[src/rtl/wb_pkg.sv]
// rtl/wb_pkg.sv - shared types and defaults for the register write-back controller
//
// Purpose: default datapath/address widths and the write-queue entry layout.
// Ports:   none (package).
package wb_pkg;

    localparam int WB_W = 8;
    localparam int WB_A = 2;

    // One pending register-file write. from_load marks entries whose pop
    // releases the destination's busy bit.
    typedef struct packed {
        logic [WB_A-1:0] addr;
        logic [WB_W-1:0] data;
        logic            from_load;
    } wq_entry_t;

    // Occupancy counters carry one extra bit so "full" is distinguishable.
    function automatic int cnt_bits(input int depth);
        return $clog2(depth) + 1;
    endfunction

endpackage

[src/rtl/reg_writeback_if.sv]
// rtl/reg_writeback_if.sv - issue, load-return, decode and write-port bundle
//
// Purpose: groups every non-clock/reset signal of reg_writeback.
// Ports:   master = upstream/decode/regfile side, slave = reg_writeback.
//   issue:  iss_valid, iss_load, iss_dst, iss_data -> ; <- iss_ready
//   load:   ld_valid, ld_data ->                    ; <- ld_err
//   decode: src_a, src_b, src_a_use, src_b_use ->   ; <- hazard
//   write:  <- write_en, waddr, data_in
interface reg_writeback_if
    import wb_pkg::*;
#(
    parameter int W = WB_W,
    parameter int A = WB_A
);
    logic         iss_valid;
    logic         iss_load;
    logic [A-1:0] iss_dst;
    logic [W-1:0] iss_data;
    logic         iss_ready;
    logic         ld_valid;
    logic [W-1:0] ld_data;
    logic [A-1:0] src_a;
    logic [A-1:0] src_b;
    logic         src_a_use;
    logic         src_b_use;
    logic         hazard;
    logic         write_en;
    logic [A-1:0] waddr;
    logic [W-1:0] data_in;
    logic         ld_err;

    modport master (
        output iss_valid, iss_load, iss_dst, iss_data,
        output ld_valid, ld_data,
        output src_a, src_b, src_a_use, src_b_use,
        input  iss_ready, hazard, write_en, waddr, data_in, ld_err
    );

    modport slave (
        input  iss_valid, iss_load, iss_dst, iss_data,
        input  ld_valid, ld_data,
        input  src_a, src_b, src_a_use, src_b_use,
        output iss_ready, hazard, write_en, waddr, data_in, ld_err
    );
endinterface

[src/rtl/reg_writeback_dst_fifo.sv]
// rtl/reg_writeback_dst_fifo.sv - small FIFO of register destinations
//
// Purpose: holds destinations of issued loads until their data returns.
// Ports:   clk, rst_n (async active-low), push/push_data, pop,
//          head (valid only when !empty), empty, full.
module dst_fifo
    import wb_pkg::*;
#(
    parameter int A     = WB_A,
    parameter int DEPTH = 2
) (
    input  logic         clk,
    input  logic         rst_n,
    input  logic         push,
    input  logic [A-1:0] push_data,
    input  logic         pop,
    output logic [A-1:0] head,
    output logic         empty,
    output logic         full
);
    localparam int AW = (DEPTH > 1) ? $clog2(DEPTH) : 1;
    localparam int CW = AW + 1;

    logic [A-1:0]  mem [DEPTH];
    logic [AW-1:0] rd_ptr;
    logic [AW-1:0] wr_ptr;
    logic [CW-1:0] count;
    logic          do_push;
    logic          do_pop;

    always_comb begin
        empty   = (count == '0);
        full    = (count == CW'(DEPTH));
        do_pop  = pop && !empty;
        // Push into a full FIFO is allowed only when the head leaves the same edge.
        do_push = push && (!full || do_pop);
        head    = mem[rd_ptr];
    end

    always_ff @(posedge clk) begin
        if (do_push) begin
            mem[wr_ptr] <= push_data;
        end
    end

    always_ff @(posedge clk or negedge rst_n) begin
        if (!rst_n) begin
            rd_ptr <= '0;
            wr_ptr <= '0;
            count  <= '0;
        end else begin
            if (do_push) begin
                wr_ptr <= (wr_ptr == AW'(DEPTH - 1)) ? '0 : wr_ptr + 1'b1;
            end
            if (do_pop) begin
                rd_ptr <= (rd_ptr == AW'(DEPTH - 1)) ? '0 : rd_ptr + 1'b1;
            end
            count <= count + CW'(do_push) - CW'(do_pop);
        end
    end
endmodule

[src/rtl/reg_writeback.sv]
// rtl/reg_writeback.sv - serialises ALU results and load returns into the register-file write port
//
// Purpose: write-side controller for the register file with a per-register
//          busy scoreboard for decode read-after-write stalls.
// Ports:   clk, rst_n (async active-low), bus (reg_writeback_if.slave):
//          issue handshake, load return, decode sources/hazard,
//          write port write_en/waddr/data_in, sticky ld_err.
module reg_writeback
    import wb_pkg::*;
#(
    parameter int W        = WB_W,
    parameter int A        = WB_A,
    parameter int WQ_DEPTH = 4,
    parameter int LQ_DEPTH = 2
) (
    input  logic            clk,
    input  logic            rst_n,
    reg_writeback_if.slave  bus
);
    localparam int WQ_AW = $clog2(WQ_DEPTH);
    localparam int WQ_CW = WQ_AW + 1;
    localparam int NREG  = 2 ** A;

    // Write queue storage; only the slots between rd and rd+count are live.
    logic [A-1:0]     wq_addr [WQ_DEPTH];
    logic [W-1:0]     wq_data [WQ_DEPTH];
    logic             wq_ld   [WQ_DEPTH];
    logic [WQ_AW-1:0] wq_rd;
    logic [WQ_AW-1:0] wq_wr;
    logic [WQ_CW-1:0] wq_count;
    logic [WQ_CW-1:0] wq_free;

    logic [NREG-1:0]  busy;
    logic [NREG-1:0]  busy_nxt;
    logic [NREG-1:0]  pending;
    logic             ld_err_q;

    logic             lq_empty;
    logic             lq_full;
    logic [A-1:0]     lq_head;

    logic             accept;
    logic             alu_push;
    logic             lq_push;
    logic             ld_push;
    logic             ld_orphan;
    logic             wq_pop;
    logic [WQ_AW-1:0] alu_slot;

    dst_fifo #(
        .A     (A),
        .DEPTH (LQ_DEPTH)
    ) u_lq (
        .clk       (clk),
        .rst_n     (rst_n),
        .push      (lq_push),
        .push_data (bus.iss_dst),
        .pop       (ld_push),
        .head      (lq_head),
        .empty     (lq_empty),
        .full      (lq_full)
    );

    // Issue acceptance and queue control. Two free WQ slots are demanded so a
    // same-cycle load return (which cannot stall) always has room too.
    always_comb begin
        wq_free       = WQ_CW'(WQ_DEPTH) - wq_count;
        bus.iss_ready = (wq_free >= WQ_CW'(2)) && !busy[bus.iss_dst] &&
                        (!bus.iss_load || !lq_full);
        accept        = bus.iss_valid && bus.iss_ready;
        alu_push      = accept && !bus.iss_load;
        lq_push       = accept && bus.iss_load;
        ld_push       = bus.ld_valid && !lq_empty;
        ld_orphan     = bus.ld_valid && lq_empty;
        wq_pop        = (wq_count != '0);
        // The load entry goes first; the ALU entry lands behind it when both push.
        alu_slot      = wq_wr + WQ_AW'(ld_push);
    end

    // Write port is the WQ head, forced to zero while idle so reset clears it.
    always_comb begin
        bus.write_en = wq_pop;
        bus.waddr    = wq_pop ? wq_addr[wq_rd] : '0;
        bus.data_in  = wq_pop ? wq_data[wq_rd] : '0;
        bus.ld_err   = ld_err_q;
    end

    // A register is pending while its load is outstanding or any queued write targets it.
    always_comb begin
        pending = busy;
        for (int i = 0; i < WQ_DEPTH; i++) begin
            if ({1'b0, WQ_AW'(WQ_AW'(i) - wq_rd)} < wq_count) begin
                pending[wq_addr[i]] = 1'b1;
            end
        end
        bus.hazard = (bus.src_a_use && pending[bus.src_a]) ||
                     (bus.src_b_use && pending[bus.src_b]);
    end

    always_comb begin
        busy_nxt = busy;
        if (wq_pop && wq_ld[wq_rd]) begin
            busy_nxt[wq_addr[wq_rd]] = 1'b0;
        end
        if (lq_push) begin
            busy_nxt[bus.iss_dst] = 1'b1;
        end
    end

    always_ff @(posedge clk) begin
        if (ld_push) begin
            wq_addr[wq_wr] <= lq_head;
            wq_data[wq_wr] <= bus.ld_data;
            wq_ld[wq_wr]   <= 1'b1;
        end
        if (alu_push) begin
            wq_addr[alu_slot] <= bus.iss_dst;
            wq_data[alu_slot] <= bus.iss_data;
            wq_ld[alu_slot]   <= 1'b0;
        end
    end

    always_ff @(posedge clk or negedge rst_n) begin
        if (!rst_n) begin
            wq_rd    <= '0;
            wq_wr    <= '0;
            wq_count <= '0;
            busy     <= '0;
            ld_err_q <= 1'b0;
        end else begin
            wq_wr    <= wq_wr + WQ_AW'(ld_push) + WQ_AW'(alu_push);
            wq_rd    <= wq_rd + WQ_AW'(wq_pop);
            wq_count <= wq_count + WQ_CW'(ld_push) + WQ_CW'(alu_push) - WQ_CW'(wq_pop);
            busy     <= busy_nxt;
            if (ld_orphan) begin
                ld_err_q <= 1'b1;
            end
        end
    end
endmodule

[src/flat_wrapper.sv]
// flat-port wrapper written by rule: the top's interface ports become plain ports
module reg_writeback_flat import wb_pkg::*;
#(
    parameter int W        = WB_W,
    parameter int A        = WB_A,
    parameter int WQ_DEPTH = 4,
    parameter int LQ_DEPTH = 2
)
  (clk, rst_n, bus_iss_valid, bus_iss_load, bus_iss_dst, bus_iss_data, bus_ld_valid, bus_ld_data, bus_src_a, bus_src_b, bus_src_a_use, bus_src_b_use, bus_iss_ready, bus_hazard, bus_write_en, bus_waddr, bus_data_in, bus_ld_err);
  reg_writeback_if #(.W(W), .A(A)) bus_i ();
  input  logic clk;
  input  logic rst_n;
  input wire logic [$bits(bus_i.iss_valid)-1:0] bus_iss_valid;
  input wire logic [$bits(bus_i.iss_load)-1:0] bus_iss_load;
  input wire logic [$bits(bus_i.iss_dst)-1:0] bus_iss_dst;
  input wire logic [$bits(bus_i.iss_data)-1:0] bus_iss_data;
  input wire logic [$bits(bus_i.ld_valid)-1:0] bus_ld_valid;
  input wire logic [$bits(bus_i.ld_data)-1:0] bus_ld_data;
  input wire logic [$bits(bus_i.src_a)-1:0] bus_src_a;
  input wire logic [$bits(bus_i.src_b)-1:0] bus_src_b;
  input wire logic [$bits(bus_i.src_a_use)-1:0] bus_src_a_use;
  input wire logic [$bits(bus_i.src_b_use)-1:0] bus_src_b_use;
  output wire logic [$bits(bus_i.iss_ready)-1:0] bus_iss_ready;
  output wire logic [$bits(bus_i.hazard)-1:0] bus_hazard;
  output wire logic [$bits(bus_i.write_en)-1:0] bus_write_en;
  output wire logic [$bits(bus_i.waddr)-1:0] bus_waddr;
  output wire logic [$bits(bus_i.data_in)-1:0] bus_data_in;
  output wire logic [$bits(bus_i.ld_err)-1:0] bus_ld_err;
  assign bus_i.iss_valid = bus_iss_valid;
  assign bus_i.iss_load = bus_iss_load;
  assign bus_i.iss_dst = bus_iss_dst;
  assign bus_i.iss_data = bus_iss_data;
  assign bus_i.ld_valid = bus_ld_valid;
  assign bus_i.ld_data = bus_ld_data;
  assign bus_i.src_a = bus_src_a;
  assign bus_i.src_b = bus_src_b;
  assign bus_i.src_a_use = bus_src_a_use;
  assign bus_i.src_b_use = bus_src_b_use;
  assign bus_iss_ready = bus_i.iss_ready;
  assign bus_hazard = bus_i.hazard;
  assign bus_write_en = bus_i.write_en;
  assign bus_waddr = bus_i.waddr;
  assign bus_data_in = bus_i.data_in;
  assign bus_ld_err = bus_i.ld_err;
  reg_writeback #(.W(W), .A(A), .WQ_DEPTH(WQ_DEPTH), .LQ_DEPTH(LQ_DEPTH)) u_core (.clk(clk), .rst_n(rst_n), .bus(bus_i));
endmodule
[config.mk]
export PLATFORM = sky130hd
export DESIGN_NAME = reg_writeback_flat
export DESIGN_NICKNAME = d
export VERILOG_FILES = /design/src/rtl/wb_pkg.sv /design/src/rtl/reg_writeback_if.sv /design/src/rtl/reg_writeback_dst_fifo.sv /design/src/rtl/reg_writeback.sv /design/src/flat_wrapper.sv
export SDC_FILE = /design/constraint.sdc
export NUM_CORES = 1
export LEC_CHECK = 0
export CORE_ASPECT_RATIO = 0.7
export CORE_MARGIN = 2
export CORE_UTILIZATION = 50
export DETAILED_ROUTE_END_ITERATION = 8
export DONT_BUFFER_PORTS = 1
export SKIP_LAST_GASP = 1
export SYNTH_ARGS = -nofsm -noshare
export SYNTH_HDL_FRONTEND = slang
export SYNTH_SLANG_ARGS = --single-unit
[constraint.sdc]
create_clock -name clk -period 5.6 [get_ports clk]
set_input_delay 0.84 -clock clk [delete_from_list [all_inputs] [get_ports clk]]
set_output_delay 0.84 -clock clk [all_outputs]
set_load 0.02 [all_outputs]
After elaboration in Yosys (flattened, before gate mapping)
Memories as Yosys holds them, arrays and structs flattened.
Index checks and enable logic that the tools add are counted.
Widths: inputs -> output; s select.
{ "word_totals": {"ff_bits": 16, "latchBits": 0, "ram_bits": 48, "romBits": 0, "inputBits": 29, "out_inout_bits": 14, "wordCells": 115, "n_memories": 4} }
{ "memory_table": {"columns": ["name", "depth", "word_bits", "rd", "rd_ports_with_merged_regs", "wr", "line_no", "rtl"], "rows": [
  ["u_core.wq_data", 4, 8, 1, 0, 2, "reg_writeback.sv:26", "logic [W-1:0] wq_data [WQ_DEPTH];"],
  ["u_core.wq_addr", 4, 2, 5, 0, 2, "reg_writeback.sv:25", "logic [A-1:0] wq_addr [WQ_DEPTH];"],
  ["u_core.u_lq.mem", 2, 2, 1, 0, 1, "reg_writeback_dst_fifo.sv:24", "logic [A-1:0] mem [DEPTH];"],
  ["u_core.wq_ld", 4, 1, 1, 0, 2, "reg_writeback.sv:27", "logic wq_ld [WQ_DEPTH];"]
]} }
{ "classes": {"add_sub_neg": 15, "n_mul": 0, "div_mod_pow": 0, "n_lt_le_gt_ge": 19, "eq_ne": 1, "shift": 0, "n_mux": 34, "bitwise": 7, "reduce_logical": 27} }
{ "op_table": {"columns": ["operator", "count"], "rows": [
  ["$lt 2x3->1 const B", 8],
  ["$mux 4", 6],
  ["$or 4x4->4", 5],
  ["$logic_and 1x1->1", 18],
  ["$mux 1", 17],
  ["$demux 1 s2", 6],
  ["$ge 2x1->1 const B", 6],
  ["$lt 2x3->1", 4],
  ["$add 2x1->2", 4],
  ["$mux 8", 1],
  ["$add 3x1->3", 2],
  ["$bmux 1 s2", 3],
  ["$and 4x4->4", 1],
  ["$logic_not 1->1", 4],
  ["$not 4->4", 1],
  ["$sub 1x2->2 const A", 2],
  ["$sub 2x2->2 const A", 2],
  ["$ge 3x2->1 const B", 1],
  ["$logic_or 1x1->1", 3],
  ["$reduce_bool 3->1", 1],
  ["$sub 3x1->3", 1],
  ["$sub 3x3->3 const A", 1],
  ["$add 1x1->1 const B", 2],
  ["$eq 2x2->1 const B", 1],
  ["3 further kinds", 3]
]} }

Longest topological paths before layout
Gate-level depths: netlist of the first run.
{ "logic_depth": {"word_depth": 16, "depth_mapped": 13, "depth_no_buf": 12} }

Hierarchy
From an unflattened synthesis of the first run, not the netlist that was laid out.
{ "hier_totals": {"cells_unflattened": 282, "area_unflattened_um2": 3786.1} }
{ "by_module_without_submodules": {"columns": ["module", "n_inst", "cells_each", "area_each_um2", "seq_area_each_um2"], "rows": [
  ["reg_writeback", 1, 255, 3400.8, 1581.5],
  ["dst_fifo", 1, 27, 385.4, 220.2]
]} }

Worst setup path before layout of the first run
OpenSTA, ideal clock, no wires.
{ "synth_timing": {"path_kind": "input -> register", "startpoint": "input bus_iss_dst[1]", "endpoint": "register u_core.wq_count[2]", "setup_time_ns": 0.129, "arrival_time_ns": 3.392, "t_required_ns": 5.471, "path_slack_ns": 2.079, "cell_stages": 11, "path_cell_list": "buf_6 -> mux2_4 -> a221o_1 -> a211oi_4 -> nand3b_4 -> ha_1 -> inv_1 -> fa_1 -> fa_1 -> xnor2_1 -> xnor2_1"} }
{ "synth_between": {"elab_chain_cells": 9} }
{ "synth_rtl": {"columns": ["item", "line_no", "rtl"], "rows": [
  ["start: declaration", "flat_wrapper.sv:15", "input wire logic [$bits(bus_i.iss_dst)-1:0] bus_iss_dst;"],
  ["$bmux 1 s2", "reg_writeback.sv:68", "bus.iss_ready = (wq_free >= WQ_CW'(2)) && !busy[bus.iss_dst] &&"],
  ["$mux 1 (not written as such)", "reg_writeback.sv:68", null],
  ["$logic_not 1->1", "reg_writeback.sv:68", null],
  ["$logic_and 1x1->1 (2 in a row)", "reg_writeback.sv:68", null],
  ["via bus_iss_ready", "flat_wrapper.sv:23", "output wire logic [$bits(bus_i.iss_ready)-1:0] bus_iss_ready;"],
  ["$logic_and 1x1->1", "reg_writeback.sv:70", "accept = bus.iss_valid && bus.iss_ready;"],
  ["$logic_and 1x1->1", "reg_writeback.sv:71", "alu_push = accept && !bus.iss_load;"],
  ["$add 3x1->3", "reg_writeback.sv:133", "wq_count <= wq_count + WQ_CW'(ld_push) + WQ_CW'(alu_push) - WQ_CW'(wq_pop);"],
  ["$sub 3x1->3", "reg_writeback.sv:133", null],
  ["end signal: assignment", "reg_writeback.sv:133", null],
  ["end: declaration", "reg_writeback.sv:30", "logic [WQ_CW-1:0] wq_count;"]
]} }
The timed path passes the listed nets, and every way through them passes these cells. The select of a mux whose other input is x is not followed.
A chain may end at the register's enable or synchronous reset.

Worst setup path in the final report of the first run
{ "layout_timing": {"startpoint": "register u_core.wq_rd[0]", "endpoint": "output bus_hazard"} }
{ "layout_between": {"elab_chain_cells": 13} }
{ "layout_rtl": {"columns": ["item", "line_no", "rtl"], "rows": [
  ["start: declaration", "reg_writeback.sv:28", "logic [WQ_AW-1:0] wq_rd;"],
  ["start signal: assignment", "reg_writeback.sv:132", "wq_rd <= wq_rd + WQ_AW'(wq_pop);"],
  ["$sub 1x2->2", "reg_writeback.sv:92", "if ({1'b0, WQ_AW'(WQ_AW'(i) - wq_rd)} < wq_count) begin"],
  ["$lt 2x3->1", "reg_writeback.sv:92", null],
  ["$mux 4", "reg_writeback.sv:92", null],
  ["$or 4x4->4 (no line)", null, null],
  ["$mux 4", "reg_writeback.sv:92", null],
  ["$or 4x4->4 (no line)", null, null],
  ["$mux 4", "reg_writeback.sv:92", null],
  ["$or 4x4->4 (no line)", null, null],
  ["$mux 4 (*)", "reg_writeback.sv:92", null],
  ["$bmux 1 s2, on equally long branches", "reg_writeback.sv:96, reg_writeback.sv:97", null],
  ["$mux 1, on equally long branches", "reg_writeback.sv:96, reg_writeback.sv:97", null],
  ["$logic_and 1x1->1, on equally long branches", "reg_writeback.sv:96, reg_writeback.sv:97", null],
  ["$logic_or 1x1->1 (*)", "reg_writeback.sv:96", "bus.hazard = (bus.src_a_use && pending[bus.src_a]) ||"],
  ["end: declaration", "flat_wrapper.sv:24", "output wire logic [$bits(bus_i.hazard)-1:0] bus_hazard;"]
]} }
Mark *: on every way between the ends. The rest lies on a longest branch, timed or not. The select of a mux whose other input is x is not followed.

==> metrics.yaml, run 1 <==
run_status:
  status: "finished, final reports clean"
die:
  floorplan.die_area_sq_um: 8140
  pin_count: 43
  row_count: 26
  core_sq_um: 7250
  die_w_microns: 107
  start_util_pct: 51.2
  die_h_microns: 76.1
layout:
  syn_to_final_growth_pct: 5.66
  finalNetCount: 329
  design_area_sq_um: 3920
  fin_util_pct: 54.1
  nFillCells: 618
  instances_no_fill: 388
  n_antenna_cell: 0
  drive_gt1_share_pct: 25.9
setup_path:
  r2r-end: "u_core.wq_data[0][4]"
  timing.rr.start: "u_core.wq_count[1]"
  worstSetupEndpointType: "output pin"
  crit_required_ns: 4.76
  worstPathArrival_ns: 3.00
  rr_worst_depth: 8
  worstSetupStartpointType: "flop"
  path_class: "flop to output pin"
  reg2reg_setup_slack_ns: 1.90
  cp_max_fo: 16
synth:
  ys_top_cells_by_count: "edfxtp_1, mux2_2, inv_1"
  synthArstFlopShare_pct: 25.0
  syn_inst: 287
  synth_top_area_share_pct: 35.6
  synth_edf_count: 44
  avgSynthCellArea_sq_um: 12.9
  synth.area.top_cells: "edfxtp_1, dfrtp_1, mux2_2, mux4_2, ha_1"
  yosysWarnings: 0
  synth_most_common_cell: "edfxtp_1"
  ys_seq_area_share_pct: 48.5
  synth_top_area_cell: "edfxtp_1"
  yosys_most_used_dff: "edfxtp_1"
  ys_types: 53
  syn_area_sq_um: 3710
  synth.ff_latch_count: 64
  syn-num-nets: 331
clocking:
  post_cts_resized: 0
  cts_max_level: 3
  cts_buffer_depth: 2
  path_clk_slew_ns: 0.07
  cts_tree: "done"
  numClockSinks: 64
  postCtsHoldBufs: 0
  clkLatencyLatePin_ns: 0.34
  cts_inserted_buffers: 9
  cts-root-buf: "clkbuf_8"
  cts_setup_buffers: 0
drt:
  num_vias: 2220
  wl_per_cell_microns: 19.1
  drc_errors: 0
  drtIter0Drc: 171
  via_per_inst: 5.72
  drt.antenna.violating_nets: 0
  first_pass_iters: 4
  drt_wl_total_microns: 7430
timing:
  whs_ns: 0.186
  rsz0062_at_grt: "false"
  setup_viol: 0
  worst_pin_slew_ns: 1.12
  max-slew-margin-rel_pct: 25.0
  tns_ns: 0
  fin_skew_ns: 0.00795
  finalHoldViolCount: 0
  min_period_ns: 3.84
  drv_slew: 0
  max_freq_mhz: 260
  fin_crit_sh_pct: 68.7
power:
  powerDensity_nw_per_um2: 580
  leakage_nw: 1.49
  ir_drop_uv: 259
job:
  max_cap_viol_count: 0
grt:
  grt_max_degree: 17
  grt_pass1_vias: 2238
  grt_util_met1_pct: 31.6
  grt-ovfl-total: 0
  grt_use_total_pct: 20.0
  met2_usage_pct: 26.8
  use_met3_pct: 5.90
  top_usage_layer: "met1"
  antenna_found_initial: 0
  grt_pass1_wl_microns: 12200
placement:
  dp.cells: 372
  place_area_sq_um: 3760
  dp_hpwl_microns: 5210
  port_buffers: 0
  place.gp.congestion: 0.879
min_path:
  hp-class: "primary input to async pin"
-- per-layer routing --
metal	routed length [microns]	share of wire [%]
met1	3840	52
met2	3030	41
met3	481	6.5
met4	76	1.0
met5	0	0
-- final cells by class --
class | count | area, sq um | share of cell area (%)
clock buffers | 10 | 128 | 3.25
clock inverters | 6 | 36.3 | 0.925
inverters | 20 | 76.3 | 1.95
well taps | 98 | 123 | 3.13
multi-input cells | 190 | 1760 | 44.8
flip-flops and latches | 64 | 1800 | 45.9
-- worst max-delay path by stage --
stage | startpoint | end | slack (ns) | cells after the start
floorplan | bus_iss_dst[1] | u_core.wq_count[2] | 2.08 | 11
global placement | bus_iss_dst[1] | u_core.wq_data[0][6] | 1.85 | 6
detailed placement | bus_iss_dst[1] | u_core.wq_data[0][6] | 1.86 | 6
CTS | u_core.wq_rd[0] | bus_hazard | 1.74 | 9
global route | u_core.wq_rd[0] | bus_hazard | 1.42 | 9
finish | u_core.wq_rd[0] | bus_hazard | 1.76 | 9
-- critical path: stages, from the launching register on --
cell	delay [ns]
dfrtp_1	0.93
xnor2_1	0.22
inv_1	0.07
ha_1	0.29
nor2b_1	0.17
a211oi_1	0.11
a211oi_1	0.31
a21oi_1	0.11
a41oi_1	0.17
nand4_1	0.28
-- metrics by stage --
stage               worst slack, ns  total power, mW
global placement               1.85             1.96
global route                   1.42             2.46
detailed placement             1.86             1.95
CTS                            1.74             2.29
floorplan                      2.08             1.75
finish                         1.76             2.28
-- flip-flops by register name, summed over array words and instances (netlist names) --
register	count
u_core.bus.ld_err	1
u_core.busy	4
u_core.u_lq.count	2
u_core.u_lq.mem	4
u_core.u_lq.rd_ptr	1
u_core.u_lq.wr_ptr	1
u_core.wq_addr	8
u_core.wq_count	3
u_core.wq_data	32
u_core.wq_ld	4
u_core.wq_rd	2
u_core.wq_wr	2
-- where the power goes --
| group | leakage (nW) | internal [mW] | switching [mW] |
|---|---|---|---|
| Combinational | 0.791 | 0.474 | 0.594 |
| Sequential | 0.627 | 0.707 | 0.165 |
| Clock | 0.0757 | 0.157 | 0.179 |
| Total | 1.49 | 1.34 | 0.937 |
-- cells by family after synthesis --
kind of cell	share of synthesized area [%]
and+or+nand+nor	10.4
buffers and inverters	4.11
adders and majority gates	5.46
AOI/OAI and AO/OA	8.29
DFF	48.5
xor gates and xnor gates	2.59
muxes	20.6
-- cells in the final DEF, fill, tap and decap left out, types with 3 or more instances in the layout --
cell type	netlist	final
edfxtp_1	44	44
mux2_2	31	31
inv_1	19	19
dfrtp_1	16	16
nor2_1	14	14
ha_1	13	13
nand2_1	11	11
mux4_2	11	11
and2_1	11	11
mux2_4	9	9
xnor2_1	9	9
a21oi_1	9	9
clkbuf_8	0	9
o21ai_0	7	7
nor2b_1	7	7
a211oi_1	7	7
nand3_1	6	6
a21o_1	4	4
dfxtp_1	4	4
clkinv_2	1	3
nand2b_1	3	3
mux2_1	3	3
o2111ai_1	3	3
clkinvlp_4	0	3
(Power assumes the default switching activity.)
==> inputs of run 2 (changes only) <==
--- a/config.mk
+++ b/config.mk
@@ -10,6 +10,7 @@
 export CORE_UTILIZATION = 50
 export DETAILED_ROUTE_END_ITERATION = 8
 export DONT_BUFFER_PORTS = 1
+export PLACE_DENSITY = 0.68
 export SKIP_LAST_GASP = 1
 export SYNTH_ARGS = -nofsm -noshare
 export SYNTH_HDL_FRONTEND = slang
==> constraint.sdc (replaced) <==
create_clock -name clk -period 3.3 [get_ports clk]
set_input_delay 0.495 -clock clk [delete_from_list [all_inputs] [get_ports clk]]
set_output_delay 0.495 -clock clk [all_outputs]
set_load 0.02 [all_outputs]
==> metrics.yaml, run 2 (synthesized netlist as in run 1, its figures left out) <==
run_status:
  status: "finished, final reports clean"  # unchanged
timing:
  fin_crit_sh_pct: 94.5
  finalHoldViolCount: 0  # unchanged
  whs_ns: 0.244  # was 0.186 ns
  max-slew-margin-rel_pct: 44.9  # was 25.0%
  max_freq_mhz: 321
  tns_ns: 0  # unchanged
  fin_skew_ns: 0.00566  # was 0.00795 ns
  min_period_ns: 3.12
  worst_pin_slew_ns: 0.824  # was 1.12 ns
  setup_viol: 0  # unchanged
  drv_slew: 0  # unchanged
  rsz0062_at_grt: "true"  # was false
clocking:
  numClockSinks: 64  # unchanged
  clkLatencyLatePin_ns: 0.35  # was 0.34 ns
  cts_max_level: 3  # unchanged
  cts_inserted_buffers: 9  # unchanged
  path_clk_slew_ns: 0.07  # about the same
  cts_tree: "done"  # unchanged
  cts_buffer_depth: 2  # unchanged
  cts-root-buf: "clkbuf_8"  # unchanged
layout:
  n_antenna_cell: 0  # unchanged
  largestRegisters: "u_core.wq_data (32), u_core.wq_addr (8)"  # unchanged
  finalNetCount: 344  # was 329
  fin_util_pct: 56.6  # was 54.1%
  final_cell_mix: "edfxtp_1, mux2_2, inv_1, dfrtp_1, nor2_1"  # unchanged
  drive_gt1_share_pct: 29.8  # was 25.9%
  largest_reg_flops: 32  # unchanged
  final_common_cell: "edfxtp_1"  # unchanged
  largest-register: "u_core.wq_data"  # unchanged
  syn_to_final_growth_pct: 10.6  # was 5.66%
drt:
  drtIter0Drc: 132  # was 171
  drt.antenna.violating_nets: 0  # unchanged
  drt_wl_total_microns: 7750  # was 7430 microns
  first_pass_iters: 4  # unchanged
  num_vias: 2336  # was 2220
  wl_per_cell_microns: 19.2  # was 19.1 microns
  drc_errors: 0  # unchanged
  via_per_inst: 5.80  # was 5.72
setup_path:
  reg2reg_setup_slack_ns: 0.18  # was 1.90 ns
  cp_max_fo: 4  # was 16
  timing.rr.start: "u_core.wq_count[0]"  # was u_core.wq_count[1]
  r2r-end: "u_core.wq_count[2]"  # was u_core.wq_data[0][4]
  rr_worst_depth: 12  # was 8
  path_class: "flop to flop"  # was flop to output pin
  crit_required_ns: 3.57  # was 4.76 ns
  worstSetupEndpointType: "flop"  # was output pin
  worstPathArrival_ns: 3.39  # was 3.00 ns
  worstSetupStartpointType: "flop"  # unchanged
  setup.worst_path.start: "u_core.wq_count[0]"  # was u_core.wq_rd[0]
power:
  ir_drop_uv: 526  # was 259 uV
  powerDensity_nw_per_um2: 1020  # was 580 nW/um^2
  leakage_nw: 1.60  # was 1.49 nW
  p_total_mw: 4.19  # was 2.28 mW
die:
  row_count: 26  # unchanged
  start_util_pct: 51.2  # unchanged
  core_sq_um: 7250  # unchanged
  die_h_microns: 76.1  # unchanged
  floorplan.die_area_sq_um: 8140  # unchanged
  die_w_microns: 107  # unchanged
  pin_count: 43  # unchanged
min_path:
  min_to: "u_core.u_lq.mem[1][1]"
  hp-start: "bus_iss_dst[1]"
  min_path_cells: 0
  hp-class: "primary input to flop"  # was primary input to async pin
grt:
  antenna_found_initial: 0  # unchanged
  grt_max_degree: 17  # unchanged
  grt_pass1_wl_microns: 12800  # was 12200 microns
  grt_use_total_pct: 20.9  # was 20.0%
  grt_pass1_vias: 2434  # was 2238
  grt-ovfl-total: 0  # unchanged
placement:
  dp_hpwl_microns: 5560  # was 5210 microns
  place.gp.congestion: 0.834  # was 0.879
  port_buffers: 0  # unchanged
job:
  max_cap_viol_count: 0  # unchanged
==> run 2: worst max path at each step <==
stage                         end  slack (ns)  cells after the start
2_1_floorplan  u_core.wq_count[2]       0.005                     12
3_3_place_gp   u_core.wq_count[2]        0.21                     12
3_5_place_dp   u_core.wq_count[2]        0.13                     12
4_1_cts        u_core.wq_count[2]        0.11                     12
5_1_grt                bus_hazard       -0.03                      9
6_report       u_core.wq_count[2]        0.18                     12
==> run 2: power breakdown <==
| part | internal (mW) | switching, mW | leakage [nW] |
|---|---|---|---|
| Sequential | 1.20 | 0.175 | 0.627 |
| Clock | 0.426 | 0.312 | 0.110 |
| Combinational | 0.913 | 1.16 | 0.867 |
| Total | 2.54 | 1.65 | 1.60 |
==> run 2: cell type report <==
| type | count | area, sq um |
|---|---|---|
| clock buffers | 9 | 124 |
| fillers | 589 | 3150 |
| clock inverters | 7 | 95.1 |
| repair buffers | 15 | 128 |
| flip-flops and latches | 64 | 1800 |
| inverters | 20 | 76.3 |
| well taps | 98 | 123 |
| multi-input cells | 190 | 1760 |
==> run 2: per-layer routing <==
layer / track usage, % / vias up / routed length, microns
met5: 0 / - / 0
met4: 5.97 / 0 / 89
met2: 34.3 / 78 / 3780
li1: - / 1097 / -
met3: 6.50 / 11 / 563
met1: 27.0 / 1150 / 3310
==> run 2: through the flow <==
step	setup WS (ns)	std cells	instance area [sq um]
after floorplan	0.00464	287	3710
after global placement	0.212	386	3880
after detailed placement	0.128	386	3880
after CTS	0.109	403	4110
after global routing	-0.0289	403	4110
final	0.180	403	4110
==> run 2: critical path, cell delays in order (launching register included) <==
cell	delay (ns)
dfrtp_1	0.34
inv_1	0.06
ha_1	0.20
ha_1	0.28
a221o_1	0.35
a211oi_4	0.24
nand3b_4	0.15
ha_1	0.30
inv_1	0.04
fa_1	0.38
fa_1	0.39
xnor2_1	0.18
xnor2_1	0.13
==> run 2: what timing repair did <==
action	in CTS	in global routing
endpoints found under the hold margin	16	0
setup buffers	0	0
hold buffers	1	0
endpoints found under the setup margin	0	2
resized for setup	0	1
==> inputs of run 3 (changes only) <==
--- a/config.mk
+++ b/config.mk
@@ -5,12 +5,14 @@
 export SDC_FILE = /design/constraint.sdc
 export NUM_CORES = 1
 export LEC_CHECK = 0
+export CELL_PAD_IN_SITES_DETAIL_PLACEMENT = 0
+export CELL_PAD_IN_SITES_GLOBAL_PLACEMENT = 2
 export CORE_ASPECT_RATIO = 0.7
 export CORE_MARGIN = 2
-export CORE_UTILIZATION = 50
+export CORE_UTILIZATION = 40
 export DETAILED_ROUTE_END_ITERATION = 8
 export DONT_BUFFER_PORTS = 1
-export PLACE_DENSITY = 0.68
+export PLACE_DENSITY_LB_ADDON = 0.1
 export SKIP_LAST_GASP = 1
 export SYNTH_ARGS = -nofsm -noshare
 export SYNTH_HDL_FRONTEND = slang
==> metrics.yaml, run 3 (synthesized netlist as in run 1, its figures left out) <==
drt:
  first_pass_iters: 4  # unchanged
  drtIter0Drc: 120  # was 132
  drc_errors: 0  # unchanged
  drt_wl_total_microns: 8140  # was 7750 microns
  drt.antenna.violating_nets: 0  # unchanged
  via_per_inst: 5.25  # was 5.80
  wl_per_cell_microns: 18.8  # was 19.2 microns
  num_vias: 2267  # was 2336
layout:
  nFillCells: 814  # was 589
  largest_reg_flops: 32  # unchanged
  drive_gt1_share_pct: 30.5  # was 29.8%
  design_area_sq_um: 4220  # was 4110 sq um
  n_antenna_cell: 0  # unchanged
  instances_no_fill: 432  # was 403
  largestRegisters: "u_core.wq_data (32), u_core.wq_addr (8)"  # unchanged
  largest-register: "u_core.wq_data"  # unchanged
  multi_input_area_sq_um: 1770  # was 1760 sq um
  final_cell_mix: "edfxtp_1, mux2_2, inv_1, buf_4, dfrtp_1"  # was edfxtp_1, mux2_2, inv_1, dfrtp_1, nor2_1
  syn_to_final_growth_pct: 13.7  # was 10.6%
  finalNetCount: 347  # was 344
  final_common_cell: "edfxtp_1"  # unchanged
  regArea_sq_um: 1800  # unchanged
setup_path:
  crit_top_cell: "ha_1"  # unchanged
  worstPathArrival_ns: 3.34  # was 3.39 ns
  crit_cells: 12  # unchanged
  path_buf_inv: 2  # unchanged
  setup.worst_path.start: "u_core.wq_count[0]"  # unchanged
  crit_path_max_incr_delay_ns: 0.38  # was 0.39 ns
  path_class: "flop to flop"  # unchanged
  path_cells: "inv_1 -> ha_1 -> ha_1 -> a221o_1 -> a211oi_4 -> nand3b_4 -> ha_1 -> inv_1 -> fa_1 -> fa_1 -> xnor2_1 -> xnor2_1"  # unchanged
  crit_required_ns: 3.55  # was 3.57 ns
  cpMaxStageDelayCell: "fa_1"  # unchanged
  worstSetupStartpointType: "flop"  # unchanged
  worstSetupEndpointType: "flop"  # unchanged
  timing.rr.start: "u_core.wq_count[0]"  # unchanged
  cp_max_fo: 4  # unchanged
  rr_worst_depth: 12  # unchanged
  cpLargestDelayFamily: "adder cells"  # unchanged
timing:
  tns_ns: 0  # unchanged
  finalHoldViolCount: 0  # unchanged
  whs_ns: 0.268  # was 0.244 ns
  min_period_ns: 3.09  # was 3.12 ns
  max_freq_mhz: 323  # was 321 MHz
  worst_pin_slew_ns: 0.830  # was 0.824 ns
  max-slew-margin-rel_pct: 44.5  # was 44.9%
  fin_skew_ns: 0.0132  # was 0.00566 ns
  drv_slew: 0  # unchanged
  setup_viol: 0  # unchanged
  rsz0062_at_grt: "false"  # was true
  fin_crit_sh_pct: 93.7  # was 94.5%
clocking:
  path_clk_slew_ns: 0.06  # was 0.07 ns
  cts_buffer_depth: 2  # unchanged
  numClockSinks: 64  # unchanged
  cts-root-buf: "clkbuf_16"  # was clkbuf_8
  cts_inserted_buffers: 9  # unchanged
  cts_tree: "done"  # unchanged
  clkLatencyLatePin_ns: 0.33  # was 0.35 ns
  cts_max_level: 3  # unchanged
min_path:
  hp-start: "bus_iss_dst[1]"  # unchanged
  min_path_cells: 0  # unchanged
  hp-class: "primary input to flop"  # unchanged
power:
  ir_drop_uv: 394  # was 526 uV
  powerDensity_nw_per_um2: 1040  # was 1020 nW/um^2
  p_total_mw: 4.38  # was 4.19 mW
  leakage_nw: 1.66  # was 1.60 nW
die:
  pin_count: 43  # unchanged
  core_sq_um: 9030  # was 7250 sq um
  start_util_pct: 41.1  # was 51.2%
  floorplan.die_area_sq_um: 10100  # was 8140 sq um
  die_h_microns: 84.6  # was 76.1 microns
  row_count: 29  # was 26
  die_w_microns: 119  # was 107 microns
placement:
  place.gp.congestion: 0.792  # was 0.834
  place_area_sq_um: 3910  # was 3880 sq um
  dp_hpwl_microns: 6010  # was 5560 microns
  port_buffers: 0  # unchanged
  dp.cells: 414  # was 386
grt:
  antenna_found_initial: 0  # unchanged
  grt_pass1_vias: 2273  # was 2434
  grt_use_total_pct: 17.3  # was 20.9%
  grt_max_degree: 17  # unchanged
  grt-ovfl-total: 0  # unchanged
  grt_pass1_wl_microns: 13000  # was 12800 microns
job:
  max_cap_viol_count: 0  # unchanged
run_status:
  status: "finished, final reports clean"  # unchanged
run 3: cell count changes in the layout (fill, tap and decap cells not counted), sizes merged:
cell	previous run	this run
inv	20	19
bufinv	2	0
buf	14	17
clkinvlp	1	0
clkbuf	9	13
run 3: report_power, final:
group          switching, mW  total [mW]  internal, mW  leakage, nW
Sequential             0.183        1.39          1.20        0.627
Clock                  0.317       0.882         0.565        0.145
Combinational           1.18        2.12         0.932        0.886
Total                   1.68        4.38          2.70         1.66
run 3: repair_timing:
action | CTS | global route
resized for setup | 0 | 2
hold buffers | 1 | 0
setup endpoints to repair | 0 | 2
hold endpoints to repair | 16 | 0
setup buffers | 0 | 1
run 3: metal layers:
layer	wire length (microns)	up-vias	GRT usage, %
li1	-	1099	-
met1	4230	1116	26.1
met2	3480	47	23.9
met3	392	5	5.23
met4	42	0	4.87
met5	0	-	0
run 3: worst reg2reg max path, cell delays in order (launching register included):
cell and delay [ns]:
dfrtp_1 0.34, inv_1 0.06, ha_1 0.20, ha_1 0.27, a221o_1 0.36, a211oi_4 0.23
nand3b_4 0.14, ha_1 0.29, inv_1 0.04, fa_1 0.37, fa_1 0.38, xnor2_1 0.18
xnor2_1 0.14
run 3: worst paths after layout:
check	slack [ns]	endpoint
hold reg to reg	0.48	u_core.wq_ld[3]
setup reg to reg	0.21	u_core.wq_count[2]
hold / removal	0.27	u_core.u_lq.mem[0][1]
max in group asynchronous	2.07	u_core.wq_rd[1]
min in group asynchronous	0.71	u_core.wq_count[2]
setup / recovery	0.21	u_core.wq_count[2]
run 3: stage by stage:
step	worst slack, ns	util [%]
2_1_floorplan	0.00464	-
3_5_place_dp	0.141	43.3
6_report	0.206	46.8
3_3_place_gp	0.215	43.3
4_1_cts	0.0659	46.6
5_1_grt	0.00725	46.8
run 3: final cells by class:
| type | instances | area share, % |
|---|---|---|
| sequential | 64 | 42.7 |
| multi-input combinational | 190 | 41.9 |
| clock buffer | 13 | 6.40 |
| tap | 124 | 3.67 |
| timing repair buffer | 18 | 3.26 |
| inverter | 20 | 1.81 |
| clock inverter | 3 | 0.355 |
